<file path="src/rtl/instr_prefetch_buffer.sv">
// ----------------------------------------------------------------------------
// instr_prefetch_buffer
//
// Fetch front end between the synchronous instruction ROM and the decode
// stage. It walks sequential word addresses, absorbs the ROM's one-cycle read
// latency, and queues up to DEPTH {pc, instruction} pairs for the consumer.
// A redirect from execute flushes the queue and re-steers fetch.
//
// Ports
//   clk             rising-edge clock
//   reset           synchronous, active-low reset
//   imem_req        read strobe to the ROM
//   imem_addr       word-aligned byte address of the read
//   imem_rdata      ROM data, valid exactly one cycle after imem_req
//   out_valid       head entry is valid
//   out_ready       consumer accepts the head entry this cycle
//   out_pc          pc of the head entry (0 while empty)
//   out_instr       instruction of the head entry (0 while empty)
//   redirect_valid  flush and re-steer request
//   redirect_pc     new fetch pc; low two bits are forced to zero
//   count           number of queued entries
//
// Handshake: an entry transfers on every rising edge where out_valid and
// out_ready are both 1 (unless a redirect is present, which flushes instead).
// out_valid never depends on out_ready, and out_pc/out_instr stay stable
// while out_valid is 1 and out_ready is 0.
// ----------------------------------------------------------------------------
module instr_prefetch_buffer #(
    parameter int          DEPTH    = 4,
    parameter logic [31:0] RESET_PC = 32'h0
) (
    input  logic                     clk,
    input  logic                     reset,
    output logic                     imem_req,
    output logic [31:0]              imem_addr,
    input  logic [31:0]              imem_rdata,
    output logic                     out_valid,
    input  logic                     out_ready,
    output logic [31:0]              out_pc,
    output logic [31:0]              out_instr,
    input  logic                     redirect_valid,
    input  logic [31:0]              redirect_pc,
    output logic [$clog2(DEPTH):0]   count
);

    localparam int PW  = $clog2(DEPTH);
    localparam int CW  = PW + 1;
    localparam int CW1 = CW + 1;

    localparam logic [PW-1:0] PTR_ONE = PW'(1);
    localparam logic [CW-1:0] CNT_ONE = CW'(1);
    localparam logic [CW-1:0] FULL_C  = CW'(DEPTH);
    localparam logic [CW:0]   DEPTH_W = CW1'(DEPTH);

    logic [31:0]   fetch_pc_q,  fetch_pc_d;
    logic [31:0]   issued_pc_q, issued_pc_d;
    logic          inflight_q,  inflight_d;
    logic          kill_q,      kill_d;
    logic [PW-1:0] wr_ptr_q,    wr_ptr_d;
    logic [PW-1:0] rd_ptr_q,    rd_ptr_d;
    logic [CW-1:0] count_q,     count_d;
    logic [31:0]   mem_pc_q    [DEPTH];
    logic [31:0]   mem_pc_d    [DEPTH];
    logic [31:0]   mem_instr_q [DEPTH];
    logic [31:0]   mem_instr_d [DEPTH];

    logic [CW:0]   occupancy;
    logic          issue;
    logic          push;
    logic          pop;
    logic          not_empty;

    always_comb begin
        // Space is judged on entries already queued plus the read in flight;
        // a pop in the same cycle does not free a slot until next cycle.
        occupancy = {1'b0, count_q} + {{CW{1'b0}}, inflight_q};
        not_empty = (count_q != '0);
        issue     = reset && !redirect_valid && (occupancy < DEPTH_W);
        // A redirect flushes the queue, so the response arriving in that
        // cycle and any pop request are both discarded.
        push      = inflight_q && !kill_q && !redirect_valid;
        pop       = not_empty && out_ready && !redirect_valid;

        fetch_pc_d  = fetch_pc_q;
        issued_pc_d = issued_pc_q;
        inflight_d  = issue;
        // No read launches under a redirect; kill still marks the following
        // response slot dead so nothing can ever push across a flush.
        kill_d      = redirect_valid;
        wr_ptr_d    = wr_ptr_q;
        rd_ptr_d    = rd_ptr_q;
        count_d     = count_q;
        mem_pc_d    = mem_pc_q;
        mem_instr_d = mem_instr_q;

        if (issue) begin
            issued_pc_d = fetch_pc_q;
            fetch_pc_d  = fetch_pc_q + 32'd4;
        end

        if (push) begin
            mem_pc_d[wr_ptr_q]    = issued_pc_q;
            mem_instr_d[wr_ptr_q] = imem_rdata;
            wr_ptr_d              = wr_ptr_q + PTR_ONE;
        end

        if (pop) begin
            rd_ptr_d = rd_ptr_q + PTR_ONE;
        end

        case ({push, pop})
            2'b10:   count_d = count_q + CNT_ONE;
            2'b01:   count_d = count_q - CNT_ONE;
            default: count_d = count_q;
        endcase

        if (redirect_valid) begin
            fetch_pc_d = {redirect_pc[31:2], 2'b00};
            wr_ptr_d   = '0;
            rd_ptr_d   = '0;
            count_d    = '0;
        end
    end

    always_ff @(posedge clk) begin
        if (!reset) begin
            fetch_pc_q  <= RESET_PC;
            issued_pc_q <= '0;
            inflight_q  <= 1'b0;
            kill_q      <= 1'b0;
            wr_ptr_q    <= '0;
            rd_ptr_q    <= '0;
            count_q     <= '0;
        end else begin
            assert (!(push && (count_q == FULL_C)));
            fetch_pc_q  <= fetch_pc_d;
            issued_pc_q <= issued_pc_d;
            inflight_q  <= inflight_d;
            kill_q      <= kill_d;
            wr_ptr_q    <= wr_ptr_d;
            rd_ptr_q    <= rd_ptr_d;
            count_q     <= count_d;
        end
    end

    // Storage needs no reset: the outputs are forced to zero while empty.
    always_ff @(posedge clk) begin
        mem_pc_q    <= mem_pc_d;
        mem_instr_q <= mem_instr_d;
    end

    assign imem_req  = issue;
    assign imem_addr = fetch_pc_q;
    assign out_valid = not_empty;
    assign out_pc    = not_empty ? mem_pc_q[rd_ptr_q]    : '0;
    assign out_instr = not_empty ? mem_instr_q[rd_ptr_q] : '0;
    assign count     = count_q;

endmodule
</file>
<file path="config.mk">
export PLATFORM = sky130hd
export DESIGN_NAME = instr_prefetch_buffer
export DESIGN_NICKNAME = d
export VERILOG_FILES = /design/src/rtl/instr_prefetch_buffer.sv
export SDC_FILE = /design/constraint.sdc
export NUM_CORES = 1
export LEC_CHECK = 0
export ABC_CLOCK_PERIOD_IN_PS = 3580
export CELL_PAD_IN_SITES_DETAIL_PLACEMENT = 0
export CELL_PAD_IN_SITES_GLOBAL_PLACEMENT = 1
export CORE_UTILIZATION = 41
export CTS_CLUSTER_DIAMETER = 150
export DETAILED_ROUTE_END_ITERATION = 7
export HOLD_SLACK_MARGIN = 0.1
export PLACE_DENSITY = 0.75
export SLEW_MARGIN = 10
export SYNTH_ARGS = -nofsm -noshare
export SYNTH_HDL_FRONTEND = slang
export SYNTH_SLANG_ARGS = --single-unit
</file>
<file path="constraint.sdc">
create_clock -name clk -period 3.58 [get_ports clk]
set_clock_uncertainty 0.1 [all_clocks]
set_input_delay 0.537 -clock clk [delete_from_list [all_inputs] [get_ports clk]]
set_output_delay 0.537 -clock clk [all_outputs]
set_load 0.01 [all_outputs]
</file>
=== Yosys cells after proc, flatten, opt, wreduce, memory -nomap -nowiden ===
Cells that the tools add are included.
W data, S select, Z words.

* Input port bits: 68
* Register bits after elaboration: 329
* Output and inout port bits: 101

* Equal/unequal tests: 2
* Add/subtract/negate cells: 6
* Bitwise gates (word level): 3
* $lt $le $gt $ge: 4
* Multiplexer cells: 15
* Reduce and logical (&&, ||, !) cells: 13

{| class="wikitable"
|+ Operator list
! operator !! count
|-
| $mux W32 || 9
|-
| $bwmux W128 || 2
|-
| $bmux W32 S2 || 2
|-
| $demux W32 S2 || 1
|-
| $add A32 B3 Y32 const B || 1
|-
| $logic_and A1 B1 Y1 || 7
|-
| $ge A3 B3 Y1 const B || 2
|-
| $not A2 Y3 || 2
|-
| $pmux W3 S2 || 1
|-
| $add A2 B1 Y2 const B || 2
|-
| $add A3 B1 Y4 || 1
|-
| $lt A4 B3 Y1 const B || 1
|-
| $reduce_bool A2 Y1 || 2
|-
| $add A3 B1 Y3 const B || 1
|-
| $lt A3 B1 Y1 const B || 1
|-
| $reduce_bool A3 Y1 || 1
|-
| $sub A3 B1 Y3 const B || 1
|-
| $eq A2 B1 Y1 const B || 1
|-
| $eq A2 B2 Y1 const B || 1
|-
| $logic_not A1 Y1 || 2
|-
| $reduce_or A2 Y1 || 1
|-
| $not A1 Y1 || 1
|}

=== Longest topological paths before layout ===
* Depth after elaboration: 6
* Mapped depth: 11
* Depth with buffers taken out: 9

=== Least setup slack after synthesis ===
No wires, ideal clock.

* Path type: input -> register
* Start: in redirect_valid
* End: reg mem_instr_q[0] in the netlist's numbering, enable pin
* Cell stages on the path: 4
* Slack: 0.538 ns
* Data arrival time: 2.515 ns
* Setup time: 0.427 ns
* Buffers on the path: 2
* Cells stage by stage: buf_6 > inv_1 > clkbuf_1 > and3_1

* Cells in the longest elaborated chain, start to end: 2

{| class="wikitable"
|+ Ends and longest elaborated chain
! item !! line !! text
|-
| start: declaration || 41 || <nowiki>input logic redirect_valid,</nowiki>
|-
| $logic_not A1 Y1 || 81 || <nowiki>push = inflight_q && !kill_q && !redirect_valid;</nowiki>
|-
| $logic_and A1 B1 Y1 || 81 ||
|-
| end signal: assignment || 149 || <nowiki>mem_instr_q <= mem_instr_d;</nowiki>
|-
| end: declaration || 64 || <nowiki>logic [31:0] mem_instr_q [DEPTH];</nowiki>
|}

Every way passes these cells.
A chain may end at the register's enable or synchronous reset.

=== Worst setup path after layout ===
* Start: reg rd_ptr_q[0]
* End: out out_pc[24]

* Cells in the longest elaborated chain, start to end: 5

{| class="wikitable"
|+ Ends and longest elaborated chain
! item !! line !! text
|-
| start: declaration || 60 || <nowiki>logic [PW-1:0] rd_ptr_q, rd_ptr_d;</nowiki>
|-
| start signal: assignment || 141 || <nowiki>rd_ptr_q <= rd_ptr_d;</nowiki>
|-
| $not A2 Y3 (not written as such) || 155 || <nowiki>assign out_pc = not_empty ? mem_pc_q[rd_ptr_q] : '0;</nowiki>
|-
| $bmux W32 S2 || 155 ||
|-
| $mux W32 (not written as such) (2 in series) || 155 ||
|-
| $mux W32 || 155 ||
|-
| end: declaration || 39 || <nowiki>output logic [31:0] out_pc,</nowiki>
|}

Every way passes these cells. The select of a mux whose other input is x is not followed.

==> flow_summary.json <==
{
  "yosysMostFrequentCell": "edfxtp_1",
  "worst_pin_slew_ns": 0.968,
  "rsz0062_at_grt": "no",
  "synth_edf_count": 248,
  "overflow": 0,
  "vias": 7450,
  "crit_required_ns": 2.94,
  "crit_path_start_kind": "flop",
  "antenna_found_initial": 0,
  "grt_pass1_wl_um": 43500,
  "crit_family": "buffers and inverters",
  "root_buffer": "clkbuf_16",
  "seqCellArea_um2": 8840,
  "area_growth_syn_to_layout_pct": 26.3,
  "ys_top_cells_by_count": "edfxtp_1, nand2_1, dfxtp_1",
  "fmax_mhz": 308,
  "rows": 64,
  "totalWireLength_um": 28200,
  "ctsResizeCount": 0,
  "drt-initial-drc-count": 471,
  "critPathKind": "reg -> out",
  "synth_top_area_cell": "edfxtp_1",
  "place_hpwl_um": 17000,
  "path_max_fanout": 26,
  "p_leak_nw": 5.04,
  "nFillCells": 2564,
  "antenna_left": 0,
  "outcome": "finished clean",
  "final_hold_viol_count": 0,
  "synthArstFlopShare_pct": 0,
  "grt_pass1_vias": 7604,
  "clk_pin_slew_worst_paths_ns": 0.06,
  "slowest_stage": "dfxtp_4",
  "hold_path_class": "reg -> reg",
  "holdBufCountCts": 0,
  "max_slew_margin_pct": 35.2,
  "gp_congestion": 0.783,
  "ioPinCount": 169,
  "synth_top_flop_cell": "edfxtp_1",
  "setup_tns_ns": 0,
  "cts_tree": "yes",
  "vdd_drop_max_v": 0.000212,
  "path_cells": "buf_12 -> mux4_2 -> nor2b_1 -> clkdlybuf4s50_1",
  "yosysWarningCount": 0,
  "die_y_um": 178,
  "clk_latency_ns": 0.50,
  "yosysUniqueCellTypes": 51,
  "synth_area_um2": 12700,
  "power_mw": 8.00,
  "io_buffers": 162,
  "multi_input_area_um2": 3580,
  "synth_top_area_share_pct": 58.7,
  "synthCells": 823,
  "die_w_um": 178,
  "layout_worst_path_cycle_share_pct": 90.6,
  "cp_num_buf_inv": 2,
  "die_area_um2": 31600,
  "coreArea_um2": 30500,
  "clock_path_buffers": 3,
  "ys_seq_elements": 317,
  "num_antenna_cells": 0,
  "dr.pass1.iters": 5,
  "grt_max_degree": 64,
  "maxCapViolCount": 0,
  "nNetsFinal": 1065,
  "grtUsageTotal_pct": 18.3,
  "drive_above_1_share_pct": 14.8,
  "yosysSeqAreaShare_pct": 69.6,
  "drc": 0,
  "routedWlPerCell_um": 20.0,
  "htreeDepth": 2,
  "arrival_ns": 2.61,
  "initial_core_util_pct": 41.6,
  "slowest_delay_ns": 0.60,
  "post_cts_buffers": 0,
  "period_minus_slack_ns": 3.24,
  "cts_made_buffers": 35,
  "setup_viol_count_final": 0,
  "endpoint_kind": "output pin",
  "via_per_inst": 5.28,
  "p_per_area_nw_per_um2": 499,
  "clock_sinks": 317,
  "drv_slew": 0,
  "synth.avg_cell_area_um2": 15.4,
  "synth.top_cells.by_area": "edfxtp_1, mux4_2, dfxtp_1, nor2b_1, nand2_1"
}
worst register-to-register path: stages (launching register included):
cell and delay [ns]:
dfxtp_1 0.44, ha_1 0.28, and4_1 0.36, nand4_1 0.44, or4_1 0.64, a31oi_1 0.17
placed cells by master, fill, tap and decap left out, types with 8 or more instances in the layout:
master and n:
edfxtp_1 248, clkdlybuf4s50_1 162, nand2_1 87, dfxtp_1 67
nor2b_1 64, mux4_2 62, a21oi_1 59, clkbuf_16 38
nor2_1 23, nand4_1 15, o21ai_0 14, a31oi_1 13
inv_1 11, buf_12 11, and2_1 9, xnor2_1 9
clkinv_2 9, nand3_1 8, buf_4 8
final cells by class:
cell class              count  area share (%)
clock buffers              43            6.05
well taps                 396            3.09
clock inverters            20            1.19
inverters                  13           0.305
repair buffers            181            11.9
flip-flops and latches    317            55.2
multi-input cells         442            22.3
sequential cells by signal, summed over array words and instances (netlist names):
name         flops
count            3
wr_ptr_q         2
issued_pc_q     30
kill_q           1
inflight_q       1
mem_instr_q    128
rd_ptr_q         2
imem_addr       30
mem_pc_q       120
through the flow:
stage | std cells | hold WS [ns] | setup slack [ns] | cell area [µm²] | utilization (%)
2_1_floorplan | 826 | 0.360 | 0.538 | 12700 | -
3_3_place_gp | 1349 | 0.379 | 0.617 | 14900 | 48.7
3_5_place_dp | 1349 | 0.392 | 0.584 | 14900 | 48.7
4_1_cts | 1412 | 0.400 | 0.261 | 16000 | 52.5
5_1_grt | 1412 | 0.428 | 0.187 | 16000 | 52.5
6_report | 1412 | 0.398 | 0.336 | 16000 | 52.5
kinds of logic after synthesis:
kind of cell,share of synthesized area (%)
flops,69.6
compound gates,4.74
xor+xnor,0.898
buf+inv,2.46
simple gates,10.2
mux,11.3
fa+ha+maj,0.750
other cells,0.0296
final timing paths:
check                                      from         endpoint  slack (ns)  depth (start not counted)
worst max-delay path                rd_ptr_q[0]       out_pc[24]        0.34                          4
worst min-delay path            issued_pc_q[29]  issued_pc_q[29]        0.40                          2
worst max register to register     imem_addr[3]    imem_addr[22]        1.07                          5
worst min register to register  issued_pc_q[29]  issued_pc_q[29]        0.40                          2
power breakdown:
group / leakage, nW / internal (mW) / switching [mW]
combinational: 1.64 / 0.185 / 0.174
sequential: 2.82 / 4.00 / 0.0635
clock: 0.577 / 2.21 / 1.37
layer usage:
layer	part of all wire [%]	global-route usage, %
met5	0	0
met3	6.4	3.75
met1	44	24.6
met2	48	30.3
met4	2.0	4.91
Power figures use the tool's default switching activity.
